File: src/rtl/uart_pkg.sv
// Shared UART definitions: TX scheduler state encoding and an index-width helper.
package uart_pkg;

    typedef enum logic [2:0] {
        ST_IDLE      = 3'd0,
        ST_LOAD      = 3'd1,
        ST_WAIT_DONE = 3'd2,
        ST_NEXT      = 3'd3,
        ST_GAP       = 3'd4
    } sched_state_e;

    // Bits needed to hold values 0..value-1, never less than one.
    function automatic int unsigned clog2(input int unsigned value);
        int unsigned w;
        w = 0;
        while ((33'd1 << w) < 33'(value)) begin
            w = w + 1;
        end
        return (w == 0) ? 1 : w;
    endfunction

endpackage

File: src/rtl/uart_rr_pick.sv
// Rotating-priority encoder: first set request at or above rr_ptr, wrapping to 0.
module uart_rr_pick #(
    parameter int unsigned N_REQ = 4,
    parameter int unsigned IDX_W = 2
) (
    input  logic [N_REQ-1:0] req,
    input  logic [IDX_W-1:0] rr_ptr,
    output logic             any,
    output logic [IDX_W-1:0] idx
);

    assign any = |req;

    // Walk from the farthest candidate back to rr_ptr so the nearest one wins.
    always_comb begin
        idx = '0;
        for (int k = int'(N_REQ) - 1; k >= 0; k--) begin
            if (req[IDX_W'((int'(rr_ptr) + k) % int'(N_REQ))]) begin
                idx = IDX_W'((int'(rr_ptr) + k) % int'(N_REQ));
            end
        end
    end

endmodule

File: src/rtl/uart_tx_scheduler.sv
// Shares one UART TX core among N_REQ byte-stream requesters with packet-locked
// round-robin arbitration, an inter-packet gap and a stalled-lock timeout.
module uart_tx_scheduler
    import uart_pkg::*;
#(
    parameter int unsigned N_REQ        = 4,
    parameter int unsigned WORD_LEN     = 8,
    parameter int unsigned GAP_CYCLES   = 16,
    parameter int unsigned LOCK_TIMEOUT = 1024
) (
    input  logic                       clk,
    input  logic                       reset,
    input  logic [N_REQ-1:0]           req_valid,
    input  logic [N_REQ*WORD_LEN-1:0]  req_data,
    input  logic [N_REQ-1:0]           req_last,
    output logic [N_REQ-1:0]           req_ready,
    output logic                       tx_start,
    output logic [WORD_LEN-1:0]        tx_data,
    input  logic                       tx_busy,
    input  logic                       tx_done,
    output logic [clog2(N_REQ)-1:0]    grant_id,
    output logic                       locked,
    output logic                       abort_err
);

    localparam int unsigned IDX_W   = clog2(N_REQ);
    localparam int unsigned CNT_MAX = (GAP_CYCLES > LOCK_TIMEOUT) ? GAP_CYCLES : LOCK_TIMEOUT;
    localparam int unsigned CNT_W   = clog2(CNT_MAX);
    localparam logic [CNT_W-1:0] TMO_LAST = CNT_W'(LOCK_TIMEOUT - 1);
    localparam logic [CNT_W-1:0] GAP_LAST = CNT_W'(GAP_CYCLES - 1);

    sched_state_e         state, state_d;
    logic [IDX_W-1:0]     rr_ptr, rr_ptr_d;
    logic [IDX_W-1:0]     grant_d, pick_idx, ptr_inc;
    logic                 pick_any;
    logic                 locked_d, last_q, last_d, start_d, abort_d;
    logic [N_REQ-1:0]     ready_d;
    logic [WORD_LEN-1:0]  data_d, sel_data;
    logic                 sel_valid, sel_last;
    logic [CNT_W-1:0]     cnt, cnt_d;

    uart_rr_pick #(
        .N_REQ (N_REQ),
        .IDX_W (IDX_W)
    ) u_pick (
        .req    (req_valid),
        .rr_ptr (rr_ptr),
        .any    (pick_any),
        .idx    (pick_idx)
    );

    // Granted requester's byte, valid and last flags.
    always_comb begin
        sel_data = '0;
        for (int unsigned i = 0; i < N_REQ; i++) begin
            if (grant_id == IDX_W'(i)) begin
                sel_data = req_data[i*WORD_LEN +: WORD_LEN];
            end
        end
    end

    assign sel_valid = req_valid[grant_id];
    assign sel_last  = req_last[grant_id];
    assign ptr_inc   = (grant_id == IDX_W'(N_REQ - 1)) ? '0 : grant_id + IDX_W'(1);

    always_comb begin
        state_d  = state;
        rr_ptr_d = rr_ptr;
        grant_d  = grant_id;
        locked_d = locked;
        last_d   = last_q;
        cnt_d    = cnt;
        ready_d  = '0;
        start_d  = 1'b0;
        data_d   = tx_data;
        abort_d  = 1'b0;
        unique case (state)
            ST_IDLE: begin
                if (pick_any) begin
                    grant_d  = pick_idx;
                    locked_d = 1'b1;
                    state_d  = ST_LOAD;
                end
            end
            ST_LOAD: begin
                if (!tx_busy && sel_valid) begin
                    start_d = 1'b1;
                    data_d  = sel_data;
                    ready_d = N_REQ'(1) << grant_id;
                    last_d  = sel_last;
                    state_d = ST_WAIT_DONE;
                end
            end
            ST_WAIT_DONE: begin
                if (tx_done) begin
                    cnt_d = '0;
                    if (last_q) begin
                        locked_d = 1'b0;
                        rr_ptr_d = ptr_inc;
                        state_d  = ST_GAP;
                    end else begin
                        state_d  = ST_NEXT;
                    end
                end
            end
            ST_NEXT: begin
                if (sel_valid) begin
                    state_d = ST_LOAD;
                end else if (cnt == TMO_LAST) begin
                    abort_d  = 1'b1;
                    locked_d = 1'b0;
                    rr_ptr_d = ptr_inc;
                    cnt_d    = '0;
                    state_d  = ST_GAP;
                end else begin
                    cnt_d = cnt + CNT_W'(1);
                end
            end
            ST_GAP: begin
                // A zero gap still spends one cycle here.
                if ((GAP_CYCLES == 0) || (cnt == GAP_LAST)) begin
                    state_d = ST_IDLE;
                end else begin
                    cnt_d = cnt + CNT_W'(1);
                end
            end
            default: state_d = ST_IDLE;
        endcase
    end

    always_ff @(posedge clk) begin
        if (reset) begin
            state     <= ST_IDLE;
            rr_ptr    <= '0;
            grant_id  <= '0;
            locked    <= 1'b0;
            last_q    <= 1'b0;
            cnt       <= '0;
            req_ready <= '0;
            tx_start  <= 1'b0;
            tx_data   <= '0;
            abort_err <= 1'b0;
        end else begin
            state     <= state_d;
            rr_ptr    <= rr_ptr_d;
            grant_id  <= grant_d;
            locked    <= locked_d;
            last_q    <= last_d;
            cnt       <= cnt_d;
            req_ready <= ready_d;
            tx_start  <= start_d;
            tx_data   <= data_d;
            abort_err <= abort_d;
        end
    end

endmodule
File: config.mk
export PLATFORM = sky130hd
export DESIGN_NAME = uart_tx_scheduler
export DESIGN_NICKNAME = d
export VERILOG_FILES = /design/src/rtl/uart_pkg.sv /design/src/rtl/uart_rr_pick.sv /design/src/rtl/uart_tx_scheduler.sv
export SDC_FILE = /design/constraint.sdc
export NUM_CORES = 1
export LEC_CHECK = 0
export BUFFER_PORTS_ARGS = -buffer_cell sky130_fd_sc_hd__buf_2
export CORE_MARGIN = 1
export CORE_UTILIZATION = 45
export DETAILED_ROUTE_END_ITERATION = 12
export PLACE_DENSITY = 0.71
export SETUP_SLACK_MARGIN = 0.2
export SLEW_MARGIN = 10
export SYNTH_ARGS = -nofsm -noshare
export SYNTH_HDL_FRONTEND = slang
export SYNTH_SLANG_ARGS = --single-unit
File: constraint.sdc
create_clock -name clk -period 2.9 [get_ports clk]
set_clock_uncertainty 0.1 [all_clocks]
set_input_delay 0 -clock clk [delete_from_list [all_inputs] [get_ports clk]]
set_output_delay 0 -clock clk [all_outputs]
set_load 0.05 [all_outputs]
==> summary.md <==
| Metric | Value |
|---|---|
| Outcome | `completed` |
| Multiplexer share of the synthesized area | `under 10%` |
| Die Span X | `between 60 and 70 um` |
| CTS H-tree depth | `2` |
| Fmax | `roughly 430 MHz` |
| Max VDD drop | `roughly 0.00024 V` |
| Post-synth cell types | `50` |
| WL met3 | `roughly 280 um` |
| Final ANT Viol Nets | `0` |
| Min-delay src | `reset` |
| Synth area leader | `dfxtp_1` |
| Initial antenna violation count | `0` |
| Share of post-route cells with drive strength above 1 | `approximately 26%` |
| Die Ht | `69.34 um` |
| Combinational share of power | `roughly a quarter` |
| Hold path cells | `2` |
| Internal power | `roughly 0.00075 W` |
| Top post-synthesis cells by area | `dfxtp_1, a21oi_1, nand2_1` |
| Syn. warnings | `0` |
| Kind of critical path | `reg2reg` |
| Yosys top cell area share | `between 30% and 40%` |
| Main combinational cell family by area after synthesis | `compound AO/OA/AOI/OAI gates` |
| Asr flop ratio synth | `0%` |
| Final #Nets | `between 300 and 400` |
| Total power | `approximately 0.0011 W` |
| GPL Wtd Cong | `approximately 0.92` |
| GR Overflow Total | `0` |
| FF-to-FF End | `cnt[6]$_SDFFE_PP0P_` |
| Number of global-route vias before repair | `approximately 2100` |
| Metal2 WL | `between 2 and 3 mm` |
| Clk_lat worst skew | `0.29 ns` |
| Register area | `approximately 660 um2` |
| Final setup viols | `0` |
| Cells after DPL | `352` |
| Leak | `1.123 nW` |
| CP Launch Type | `flop` |
| Area share of fa/ha/maj cells after synthesis | `under 10%` |
| Fin crit period | `between 2 and 2.5 ns` |
| DR vias | `about 2200` |
| Mapped Area | `2041 um2` |
| Fillcell total | `407` |
| Drt initial violations | `94` |
| Multi-input logic area | `around 1300 um2` |
| Tcrit/Tclk final | `around four fifths` |
| Top post-synthesis cells by count | `dfxtp_1, nand2_1, a21oi_1` |
| Max-Slew Margin vs Limit | `a little over half` |
| Sw Pwr | `between 0.0003 and 0.0004 W` |
| Setup_tns | `0 ns` |
| Worst-case clock buffer depth | `2` |
| FF-to-FF path depth | `5` |
| Xor/xnor cell area share of the yosys netlist | `0%` |
| Critical Path End Type | `flop` |
| Cells after Synth | `~250` |
| EDFF count, synth | `0` |
| I/O pin cnt | `61` |
| Gr usage total | `22.74%` |
| Dpl hpwl | `about 3.8 mm` |
| Worst Hold Class | `in2reg` |
| Worst-path clk slew | `approximately 0.070 ns` |
| Avg WL per Cell | `around 15 um` |
| Core Area | `around 4400 um2` |
| Clock share of power | `between 30 and 40%` |
| Max layer used | `met4` |
| Net Count, Synth | `between 300 and 400` |
| Largest net degree at the start of global routing | `26` |
| Critical Path Start | `grant_id[0]$_SDFFE_PP0P_` |
| Count leader, synth | `dfxtp_1` |
| CTS Buf Count | `5` |
| Synthesis-stage register bit count | `33` |
| Max Fanout on Critical Path | `6` |
| Average cell area after synthesis | `8.034 um2` |
| Flop pwr share | `43.4%` |
| Max cap viols | `0` |
| Wire length on met1 | `2.439 mm` |
| Post-synthesis sequential area ratio | `32.37%` |
| Synth Area in Compound Gates | `~28%` |
| Pwr/cell area | `between 400 and 500 nW/um2` |
| Clk sinks | `33` |
| Worst R2R Start | `grant_id[0]$_SDFFE_PP0P_` |
| Finished Layout Cells | `about 370` |
| Unrepaired setup endpoints after global routing | `no` |
| Main synth FF type | `dfxtp_1` |
| # rows | `24` |
| P&R area growth vs syn | `23.97%` |
| Simple logic cell fraction of the synthesized area | `between 20% and 30%` |
| First-pass GRT wire length | `between 8 and 9 mm` |
| Ant diodes | `0` |
| Reg2reg setup slack | `0.60 ns` |
| Net Sw Frac | `32.64%` |
| WP data required | `3.00 ns` |
| Fin. Hold Viols | `0` |
| CTS tree | `done` |
| Hold EP | `abort_err$_SDFF_PP0_` |
| Initial DRT Pass Iterations | `4` |
| Starting Density | `between 40% and 50%` |
| Vias per std cell | `around 6` |
| Buffers on Ports | `60` |
| Full die area | `between 4000 and 5000 um2` |
| Residual DRC | `0` |
| Root Driver | `clkbuf_8` |
| Least-Margin Pin Slew | `around 0.69 ns` |
| Core Util, Final | `approximately 58%` |
| Total Routed Length | `~5.3 mm` |
| Max-slew violations | `0` |
| Crit path DAT | `between 2 and 2.5 ns` |
-- worst max path at each step --
stage / end / slack, ns / depth (start not counted)
6_report: cnt[6]$_SDFFE_PP0P_ / 0.60 / 5
3_3_place_gp: state[1]$_SDFFE_PP0P_ / 0.51 / 5
3_5_place_dp: tx_data[0]$_SDFFE_PP0N_ / 0.40 / 5
5_1_grt: cnt[4]$_SDFFE_PP0P_ / 0.46 / 5
2_1_floorplan: cnt[4]$_SDFFE_PP0P_ / 0.24 / 7
4_1_cts: tx_data[0]$_SDFFE_PP0N_ / 0.39 / 5
-- what timing repair did --
item	4_1_cts	5_1_grt
setup buffers	0	0
hold buffers	8	0
gates resized for setup	0	1
setup endpoints to repair	0	7
endpoints found under the hold margin	8	0
-- state kept, by name, indices dropped and copies added, names as in the netlist --
register	count
cnt	10
abort_err	1
req_ready	4
grant_id	2
state	3
last_q	1
tx_start	1
rr_ptr	2
tx_data	8
locked	1
-- worst max-delay path, stage by stage, from the launching register on --
cell and delay [ns]:
dfxtp_1 0.35, mux4_2 0.58, a211o_1 0.36, a211oi_2 0.36, nand2_2 0.16, o32ai_1 0.30
-- cell usage in the layout (no fill, tap or decap), types with 6 or more instances in the layout --
cell	netlist	layout
inv_1	8	8
nand3b_1	10	10
nor4_1	7	7
o211a_1	10	10
a21oi_1	25	25
a211oi_1	8	8
nand2_1	27	27
dfxtp_1	33	33
o211ai_1	9	9
o21ai_0	7	7
nor2_1	18	18
dlygate4sd3_1	0	8
buf_2	3	60
buf_4	0	6
and3_1	6	6
nor3_1	7	7
-- through the flow --
step / hold WS (ns) / area, um2 / worst slack (ns)
2_1_floorplan: 0.1723 / 2041 / 0.2370
3_3_place_gp: 0.2636 / 2365 / 0.5070
3_5_place_dp: 0.2738 / 2365 / 0.3974
4_1_cts: 0.04648 / 2527 / 0.3879
5_1_grt: 0.06656 / 2530 / 0.4617
6_report: 0.06256 / 2530 / 0.5959
-- logic make-up after synthesis --
kind of cell,Yosys count
mux,6
compound gates,79
simple gates,102
flops,33
fa+ha+maj,5
buf+inv,29
-- layer usage --
layer,global-route usage (%),vias to the layer above
li1,-,1076
met5,0,-
met3,5.669,13
met4,9.297,0
met1,27.76,1051
met2,38.08,71
-- power groups by stage --
| stage | clock network [W] | logic, W | registers [W] |
|---|---|---|---|
| 2_1_floorplan | 0 | 0.000149 | 0.000543 |
| 3_3_place_gp | 0 | 0.000274 | 0.000493 |
| 3_5_place_dp | 0 | 0.000277 | 0.000493 |
| 4_1_cts | 0.000347 | 0.000286 | 0.000483 |
| 5_1_grt | 0.000367 | 0.000315 | 0.000485 |
| 6_report | 0.000340 | 0.000289 | 0.000483 |
-- area by class of cell --
type                            count  share of cell area, %
Clock buffer                        6                  2.868
Clock inverter                      2                 0.3956
Inverter                            9                  1.335
Multi-Input combinational cell    192                  49.90
Sequential cell                    33                  26.11
Tap cell                           52                  2.572
Timing Repair Buffer               74                  16.82
No activity file was read; power rests on OpenSTA's default activity.
